## src/rtl/Uart_Tx_enum.sv

```systemverilog
// Uart_Tx_enum: shared FSM state type and register map for the memory-mapped UART transmitter
package Uart_Tx_enum;

    typedef enum logic [1:0] {IDLE, START, DATA, STOP} uart_tx_state_t;

    localparam logic [3:0] TXDATA_OFF = 4'h0;
    localparam logic [3:0] STATUS_OFF = 4'h4;
    localparam logic [3:0] DIV_OFF    = 4'h8;

    localparam int ST_BUSY = 0;
    localparam int ST_HOLD = 1;
    localparam int ST_OVR  = 2;

    // Register slot addressed by a byte offset (word-aligned map)
    function automatic logic [1:0] regSlot(input logic [3:0] off);
        return off[3:2];
    endfunction

endpackage

```

## src/rtl/baud_tick_gen.sv

```systemverilog
// baud_tick_gen: counts 0..div-1 and flags the last cycle of each bit period
module baud_tick_gen #(
    parameter int DIV_WIDTH = 16
) (
    input  logic                 clk,
    input  logic                 rst,
    input  logic                 clear,
    input  logic [DIV_WIDTH-1:0] div,
    output logic                 tick
);

    logic [DIV_WIDTH-1:0] count;

    assign tick = !clear && (count == div - DIV_WIDTH'(1));

    // Bit-period counter, held at zero while the transmitter is idle
    always_ff @(posedge clk or negedge rst) begin
        if (!rst)
            count <= '0;
        else
            count <= (clear || tick) ? '0 : count + DIV_WIDTH'(1);
    end

endmodule

```

## src/rtl/uart_tx_mm.sv

```systemverilog
// uart_tx_mm: memory-mapped 8N1 UART transmitter with a one-byte holding buffer
module uart_tx_mm
    import Uart_Tx_enum::*;
#(
    parameter int                   DATA_WIDTH  = 32,
    parameter int                   DIV_WIDTH   = 16,
    parameter logic [DIV_WIDTH-1:0] DEFAULT_DIV = 16'd434
) (
    input  logic                  clk,
    input  logic                  rst,
    input  logic                  sel,
    input  logic                  we,
    input  logic                  re,
    input  logic [3:0]            addr,
    input  logic [DATA_WIDTH-1:0] wd,
    output logic [DATA_WIDTH-1:0] rd,
    output logic                  tx,
    output logic                  busy
);

    uart_tx_state_t state, nextState;
    logic [7:0] shiftReg, holdByte;
    logic [DIV_WIDTH-1:0] divReg, frameDiv;
    logic [2:0] bitIdx;
    logic holdFull, overrun, tick;
    logic wrTx, wrStatus, wrDiv, stopEnd, load, useWd, toHold, setOverrun, holdFullNext;
    logic unusedBits;

    assign unusedBits = ^{wd[DATA_WIDTH-1:DIV_WIDTH], addr[1:0]};

    assign wrTx     = sel && we && addr[3:2] == regSlot(TXDATA_OFF);
    assign wrStatus = sel && we && addr[3:2] == regSlot(STATUS_OFF);
    assign wrDiv    = sel && we && addr[3:2] == regSlot(DIV_OFF);

    // A frame starts either from idle or straight out of a finishing stop bit
    assign stopEnd      = state == STOP && tick;
    assign load         = nextState == START && state != START;
    assign useWd        = load && !(stopEnd && holdFull);
    assign toHold       = wrTx && !useWd && (!holdFull || stopEnd);
    assign setOverrun   = wrTx && !useWd && holdFull && !stopEnd;
    assign holdFullNext = toHold ? 1'b1 : (load && !useWd) ? 1'b0 : holdFull;

    baud_tick_gen #(.DIV_WIDTH(DIV_WIDTH)) baudGen (
        .clk   (clk),
        .rst   (rst),
        .clear (state == IDLE),
        .div   (frameDiv),
        .tick  (tick)
    );

    // State register
    always_ff @(posedge clk or negedge rst) begin
        if (!rst)
            state <= IDLE;
        else
            state <= nextState;
    end

    // Next-state: each non-idle state lasts one bit period per tick
    always_comb begin
        nextState = state;
        case (state)
            IDLE:    nextState = wrTx ? START : IDLE;
            START:   nextState = tick ? DATA : START;
            DATA:    nextState = (tick && bitIdx == 3'd7) ? STOP : DATA;
            STOP:    nextState = tick ? ((holdFull || wrTx) ? START : IDLE) : STOP;
            default: nextState = IDLE;
        endcase
    end

    // Serial line level for the current state
    always_comb begin
        tx = 1'b1;
        case (state)
            START:   tx = 1'b0;
            DATA:    tx = shiftReg[bitIdx];
            default: tx = 1'b1;
        endcase
    end

    // Frame datapath: shift byte, holding buffer, bit index, per-frame divisor
    always_ff @(posedge clk or negedge rst) begin
        if (!rst) begin
            shiftReg <= '0;
            holdByte <= '0;
            holdFull <= 1'b0;
            bitIdx   <= '0;
            frameDiv <= DEFAULT_DIV;
            busy     <= 1'b0;
        end else begin
            holdFull <= holdFullNext;
            busy     <= nextState != IDLE || holdFullNext;
            if (toHold)
                holdByte <= wd[7:0];
            if (load) begin
                shiftReg <= useWd ? wd[7:0] : holdByte;
                frameDiv <= divReg;
            end
            if (tick)
                bitIdx <= state == DATA ? bitIdx + 3'd1 : 3'd0;
        end
    end

    // Control registers: divisor (zero promoted to one) and sticky overrun
    always_ff @(posedge clk or negedge rst) begin
        if (!rst) begin
            divReg  <= DEFAULT_DIV;
            overrun <= 1'b0;
        end else begin
            overrun <= setOverrun || (overrun && !(wrStatus && wd[ST_OVR]));
            if (wrDiv)
                divReg <= wd[DIV_WIDTH-1:0] == '0 ? DIV_WIDTH'(1) : wd[DIV_WIDTH-1:0];
        end
    end

    // Combinational read mux, zero when not selected for read
    always_comb begin
        rd = '0;
        if (sel && re) begin
            if (addr[3:2] == regSlot(STATUS_OFF)) begin
                rd[ST_BUSY] = busy;
                rd[ST_HOLD] = holdFull;
                rd[ST_OVR]  = overrun;
            end else if (addr[3:2] == regSlot(DIV_OFF)) begin
                rd = DATA_WIDTH'(divReg);
            end
        end
    end

endmodule

```

## config.mk

```make
export PLATFORM = sky130hd
export DESIGN_NAME = uart_tx_mm
export DESIGN_NICKNAME = d
export VERILOG_FILES = /design/src/rtl/Uart_Tx_enum.sv /design/src/rtl/baud_tick_gen.sv /design/src/rtl/uart_tx_mm.sv
export SDC_FILE = /design/constraint.sdc
export NUM_CORES = 1
export LEC_CHECK = 0
export BUFFER_PORTS_ARGS = -buffer_cell sky130_fd_sc_hd__buf_4
export CAP_MARGIN = 20
export CORE_MARGIN = 3
export CORE_UTILIZATION = 45
export DETAILED_ROUTE_END_ITERATION = 10
export MAX_ROUTING_LAYER = met4
export PLACE_DENSITY = 0.63
export SETUP_SLACK_MARGIN = 0.5
export SYNTH_ARGS = -nofsm -noshare
export SYNTH_HDL_FRONTEND = slang
export SYNTH_SLANG_ARGS = --single-unit
```

## constraint.sdc

```tcl
create_clock -name clk -period 7.2 [get_ports clk]
set_clock_uncertainty 0.05 [all_clocks]
set_input_delay 0.72 -clock clk [delete_from_list [all_inputs] [get_ports clk]]
set_output_delay 0.72 -clock clk [all_outputs]
set_load 0.1 [all_outputs]
```

==> results by group, run 1 <==
STA
  • Sum Neg Setup Slack: 0 ns
  • WHS: between 0.4 and 0.5 ns
  • Tcrit/Tclk final: between 40% and 50%
  • Final Setup Violations: 0
  • Worst Max-Slew Pin Slew: 0.947 ns
  • Max Freq: ~0.28 GHz
  • Tmin final: between 3 and 4 ns
  • Final setup margin: ~3.7 ns
  • Slew Limit Headroom: 36.7%
  • Max Slew Vio Count: 0
  • RSZ-0062 raised after global routing: no
  • Final Hold Fails: 0

GRT
  • Number of global-route vias before repair: ~3.3k
  • Routing usage on met3: under 10%
  • Met1 GRT Util: between 20% and 30%
  • Antenna violations before repair: 0
  • Met2 Use GR: just over 30%
  • First-pass GRT wire length: between 15000 and 20000 um
  • Largest net degree at the start of global routing: 73
  • Most Crowded Layer GR: met2
  • GRT Util Overall: around a fifth
  • GRT overflow: 0

Setup path
  • Crit Reg-Reg Endpoint: frameDiv[6]
  • Crit end category: flip-flop
  • Worst r2r path cells: 9
  • WP data required: between 7 and 8 ns
  • Critical path fanouts, max: 19
  • R2R setup slack: approximately 3.7 ns
  • WS Path Type: reg2reg
  • Worst EP arrival: 3.73 ns
  • RR Startpoint: frameDiv[0]
  • Crit start category: flip-flop

Clock network
  • CTS tree: done
  • CTS Buffer Depth: 2
  • Worst-skew pair later-pin latency: 0.36 ns
  • CTS root buf: clkbuf_8
  • # H-tree levels: 3
  • CTS hold repair buffers: 0
  • CTS clk-pin slew, worst paths: roughly 0.080 ns
  • CTS Sinks: just over 70
  • Setup bufs post-CTS: 0
  • Cts repair resizes: 0
  • Total CTS buffers: 9

Die
  • IO Count: 75
  • Chip height: roughly 100 um
  • Die ar.: between 10000 and 15000 um2
  • Die span in x: ~100 um
  • Core ar.: around 9300 um2
  • Initial core utilization: between 40% and 50%
  • # rows: 35

Synthesis
  • Asr flop ratio synth: 100%
  • Commonest cells in the netlist: dfrtp_1 (62), nor2_1 (41), nand2_1 (33), nand3_1 (31)
  • Top-count cell post-synth: dfrtp_1
  • Ys flop type: dfrtp_1
  • Netlist cell types: 54
  • Post-Syn Area: 4300 um2
  • Post-synth EDFFs: 0
  • Avg Cell Area, Syn: 9.43 um2
  • Seq cells post-synth: just over 70
  • Post-synth top area cell: dfrtp_1
  • Cells after synthesis: ~460
  • Top-area cell type share of the netlist area: about 36%
  • Sequential-to-total area share from yosys stat: a little over two fifths
  • Yosys warning total: 0
  • Synth area leaders: dfrtp_1 (36%), dfstp_2 (6.1%), mux2_2 (4.7%), xnor2_1 (4.5%), nand3_1 (3.6%)

Pwr
  • Peak supply drop: approximately 0.14 mV
  • Total power: around 1.7 mW
  • Power density cells: between 300 and 400 nW/um2
  • Leakage power: around 2.1 nW

Drt
  • Final ANT Viol Nets: 0
  • Vias post-DR: ~3.4k
  • Initial DRT Pass Iterations: 4
  • Routed len/inst: 15.7 um
  • Routed wire length: just under 10000 um
  • Detailed-route DRC error count: 0
  • Vias/cell: 5.51
  • Initial DRC count: around 160

Job
  • Number of max-cap violations: 0

Status
  • Status: finished clean

Layout
  • Final std cells w/o fill: 618
  • Fillcell total: a little under 900
  • Final #Nets: ~530
  • Layout Utilization: between 50% and 60%
  • Layout cells sized above 1: between 20% and 30%
  • Layout area overhead: 11.5%
  • N_diodes: 0
  • Fin area: around 4800 um2

Placed design
  • Hpwl dp: just over 7000 um
  • Pre-CTS WS: around 3.7 ns
  • Placer Congestion: between 0.8 and 0.9
  • Post-DP Area: 4610 um2
  • Placed Cells: ~600
  • Port bufs: 40

Worst hold path
  • HP Class: in2async
[area by class of cell]
type                            instances  area, um2  share of cell area [%]
Multi-Input combinational cell        335       2230                    46.5
Sequential cell                        72       1810                    37.8
Timing Repair Buffer                   43        323                    6.73
Tap cell                              129        161                    3.37
Clock buffer                            9        124                    2.58
Inverter                               23       86.3                    1.80
Clock inverter                          7       56.3                    1.17
[layer usage]
layer,up-vias,wire length (um)
met5,-,0
met4,0,123
met3,10,293
met2,58,4590
met1,1673,4690
li1,1663,-
[sequential cells by signal, summed over array words and instances (netlist names), 2 cells and up]
register and count:
baudGen.count 16, bitIdx 3, divReg 16, frameDiv 16, holdByte 8, shiftReg 8
state 2
[worst max-delay path by stage]
stage / start / endpoint / cells after the start
floorplan: bitIdx[0] / tx / 3
global placement: frameDiv[0] / frameDiv[9] / 9
detailed placement: frameDiv[0] / frameDiv[2] / 9
CTS: frameDiv[0] / frameDiv[3] / 9
global route: frameDiv[0] / frameDiv[9] / 9
finish: frameDiv[0] / frameDiv[6] / 9
[critical path, stage by stage (launching register included)]
cell and delay (ns):
dfrtp_1 0.44, inv_1 0.09, ha_1 0.21, nor4b_2 0.42, nand4_1 0.17, xnor2_1 0.30, o2111ai_1 0.28, a2111oi_2 0.38
or2_1 0.68, mux2_2 0.41
[kinds of logic after synthesis]
logic type / count (synthesis) / synth area share (%)
multiplexers: 26 / 7.30
buffers and inverters: 64 / 7.42
adder cells (fa/ha/maj): 4 / 1.16
other: 1 / 0.0872
AO/OA/AOI/OAI: 68 / 12.2
XOR/XNOR: 34 / 6.92
AND/OR/NAND/NOR: 187 / 22.7
flip-flops: 72 / 42.2
[cell usage in the layout (no fill, tap or decap), types with 16 or more instances in the layout]
cell and n:
and2_1 16, buf_4 43, conb_1 16, dfrtp_1 62, inv_1 22, mux2_2 18
nand2_1 33, nand3_1 31, nor2_1 41, xnor2_1 22
[power by group]
part           leakage [nW]  switching [mW]  internal [mW]
registers             0.876           0.152          0.547
clock network        0.0785           0.169          0.128
logic                  1.17           0.433          0.294
total                  2.12           0.754          0.969
No activity file was read; power rests on OpenSTA's default activity.
==> inputs of run 2 (changes only) <==
--- a/config.mk
+++ b/config.mk
@@ -11,7 +11,7 @@
 export CORE_UTILIZATION = 45
 export DETAILED_ROUTE_END_ITERATION = 10
 export MAX_ROUTING_LAYER = met4
-export PLACE_DENSITY = 0.63
+export PLACE_DENSITY = 0.66
 export SETUP_SLACK_MARGIN = 0.5
 export SYNTH_ARGS = -nofsm -noshare
 export SYNTH_HDL_FRONTEND = slang
==> constraint.sdc (replaced) <==
create_clock -name clk -period 3.09 [get_ports clk]
set_clock_uncertainty 0.05 [all_clocks]
set_input_delay 0.309 -clock clk [delete_from_list [all_inputs] [get_ports clk]]
set_output_delay 0.309 -clock clk [all_outputs]
set_load 0.1 [all_outputs]
==> run 2 against run 1 <==
  * Non-clock buffer count grew 20
  * Flip-flop and latch count is the same
  * Worst setup slack lost 3.5 ns
==> results by group, run 2 (same netlist as run 1, synthesis figures left out) <==
GRT
  • First-pass GRT wire length: 17900 um (+8.1%)
  • GRT Util Overall: 21.1% (+2.0 points)
  • Number of global-route vias before repair: 3570 (+8.1%)
  • Antenna violations before repair: 0 (unchanged)
  • GRT overflow: 0 (unchanged)
  • Largest net degree at the start of global routing: 73 (unchanged)

Die
  • IO Count: 75 (unchanged)
  • Chip height: 104 um (unchanged)
  • Initial core utilization: 46.3% (unchanged)
  • Die span in x: 104 um (unchanged)
  • Die ar.: 10800 um2 (unchanged)
  • # rows: 35 (unchanged)
  • Core ar.: 9280 um2 (unchanged)

STA
  • Max Slew Vio Count: 0 (unchanged)
  • Tmin final: 2.89 ns (-0.654 ns)
  • Final Setup Violations: 0 (unchanged)
  • Final Hold Fails: 0 (unchanged)
  • Slew Limit Headroom: 38.7% (+2.0 points)
  • Max Freq: 0.346 GHz (+23%)
  • Tcrit/Tclk final: 93.5% (+44 points)
  • RSZ-0062 raised after global routing: yes
  • Worst Max-Slew Pin Slew: 0.920 ns (-0.0266 ns)

Status
  • Status: finished clean

Drt
  • Routed len/inst: 17.0 um (+8.6%)
  • Detailed-route DRC error count: 0 (unchanged)
  • Routed wire length: 10900 um (+12%)
  • Initial DRC count: 236 (+48%)
  • Initial DRT Pass Iterations: 4 (unchanged)
  • Final ANT Viol Nets: 0 (unchanged)
  • Vias post-DR: 3556 (+4.5%)
  • Vias/cell: 5.57 (+1.2%)

Clock network
  • CTS clk-pin slew, worst paths: 0.09 ns (about the same)
  • # H-tree levels: 3 (unchanged)
  • Total CTS buffers: 9 (unchanged)
  • CTS tree: done
  • CTS root buf: clkbuf_8
  • CTS Sinks: 72 (unchanged)
  • CTS Buffer Depth: 2 (unchanged)
  • CTS hold repair buffers: 0 (unchanged)
  • Worst-skew pair later-pin latency: 0.37 ns (about the same)

Setup path
  • Crit start category: flip-flop
  • Crit Reg-Reg Endpoint: frameDiv[15]
  • WS Path Type: reg2reg
  • Worst path most repeated cell: and3b_2
  • Slowest cell delay on critical path: 0.59 ns (-0.09 ns)
  • Crit-path cells: inv_2 > ha_4 > nor4b_4 > and3b_2 > and3b_2 > o31ai_4 > a2111oi_4 > or2_4 > clkbuf_16 > mux2_4
  • Critical path fanouts, max: 6 (-13)
  • Critical-path top delay cell: dfstp_2
  • RR Startpoint: frameDiv[1]
  • Worst r2r path cells: 10 (+1)
  • R2R setup slack: 0.20 ns (-3.46 ns)
  • Worst EP arrival: 3.10 ns (-0.63 ns)
  • Crit end category: flip-flop
  • WP data required: 3.30 ns (-4.09 ns)

Layout
  • Most frequent cells in the layout: dfrtp_1 (60), buf_4 (56), nor2_1 (40)
  • Layout Utilization: 57.1% (+5.4 points)
  • N_diodes: 0 (unchanged)
  • Most common cell after layout, fill and taps aside: dfrtp_1
  • Final #Nets: 549 (+3.8%)
  • Fin area: 5300 um2 (+11%)
  • Largest registers: baudGen.count (16), divReg (16), frameDiv (16)
  • Layout area overhead: 23.2%
  • Final std cells w/o fill: 638 (+3.2%)
  • Layout cells sized above 1: 31.2% (+11 points)

Pwr
  • Peak supply drop: 0.422 mV (+200%)
  • Total power: 4.62 mW (+170%)
  • Leakage power: 2.32 nW (+9.6%)
  • Power density cells: 871 nW/um2 (+140%)

Placed design
  • Placed Cells: 613 (+1.8%)
  • Post-DP Area: 4740 um2 (+2.8%)
  • Hpwl dp: 7270 um (+3.2%)
  • Placer Congestion: 0.806 (-5.3%)
  • Port bufs: 40 (unchanged)

Worst hold path
  • HP Class: in2async

Job
  • Number of max-cap violations: 0 (unchanged)
## run 2: repair_timing
item | 4_1_cts | 5_1_grt
pin swaps | 17 | 9
setup endpoints to repair | 56 | 56
setup buffers | 6 | 2
gates cloned | 0 | 1
gates resized for setup | 29 | 26
## run 2: power breakdown
group	leakage [nW]	internal, mW	switching (mW)
Clock	0.103	0.390	0.423
Sequential	0.874	1.28	0.382
Combinational	1.35	0.915	1.23
Total	2.32	2.58	2.03
## run 2: per-stage QoR
stage	TNS, ns	worst slack [ns]	hold WS [ns]
2_1_floorplan	0	0.328	-0.0366
3_3_place_gp	0	0.0682	0.417
3_5_place_dp	-0.0206	-0.0153	0.427
4_1_cts	0	0.194	0.0431
5_1_grt	0	0.105	0.0779
6_report	0	0.201	0.0134
## run 2: cell type report
type | instances | area [um2]
clock buffers | 9 | 124
clock inverters | 7 | 83.8
fillers | 831 | 3990
inverters | 23 | 86.3
multi-input cells | 335 | 2500
flip-flops and latches | 72 | 1820
well taps | 129 | 161
repair buffers | 63 | 522
## run 2: metal layers
layer	wire length (um)	track usage (%)	vias to the layer above
li1	-	-	1700
met1	4800	26.0	1762
met5	0	-	-
met3	413	3.80	21
met2	5430	34.7	73
met4	225	8.36	0
## run 2: worst max-delay path, delay by kind of cell (launching register included)
kind | cells | cell delay, ns
AOI/OAI and AO/OA | 2 | 0.53
adders and majority gates | 1 | 0.16
buffers and inverters | 2 | 0.24
DFF | 1 | 0.59
muxes | 1 | 0.29
and+or+nand+nor | 4 | 0.93
## run 2: worst max-delay path by stage
stage / start / end / slack, ns / cells after the start
CTS: frameDiv[0] / holdByte[6] / 0.19 / 10
floorplan: frameDiv[2] / frameDiv[10] / 0.33 / 10
finish: frameDiv[1] / frameDiv[15] / 0.20 / 10
global placement: frameDiv[8] / shiftReg[1] / 0.07 / 8
global route: frameDiv[0] / shiftReg[5] / 0.11 / 12
detailed placement: frameDiv[8] / shiftReg[2] / -0.02 / 8
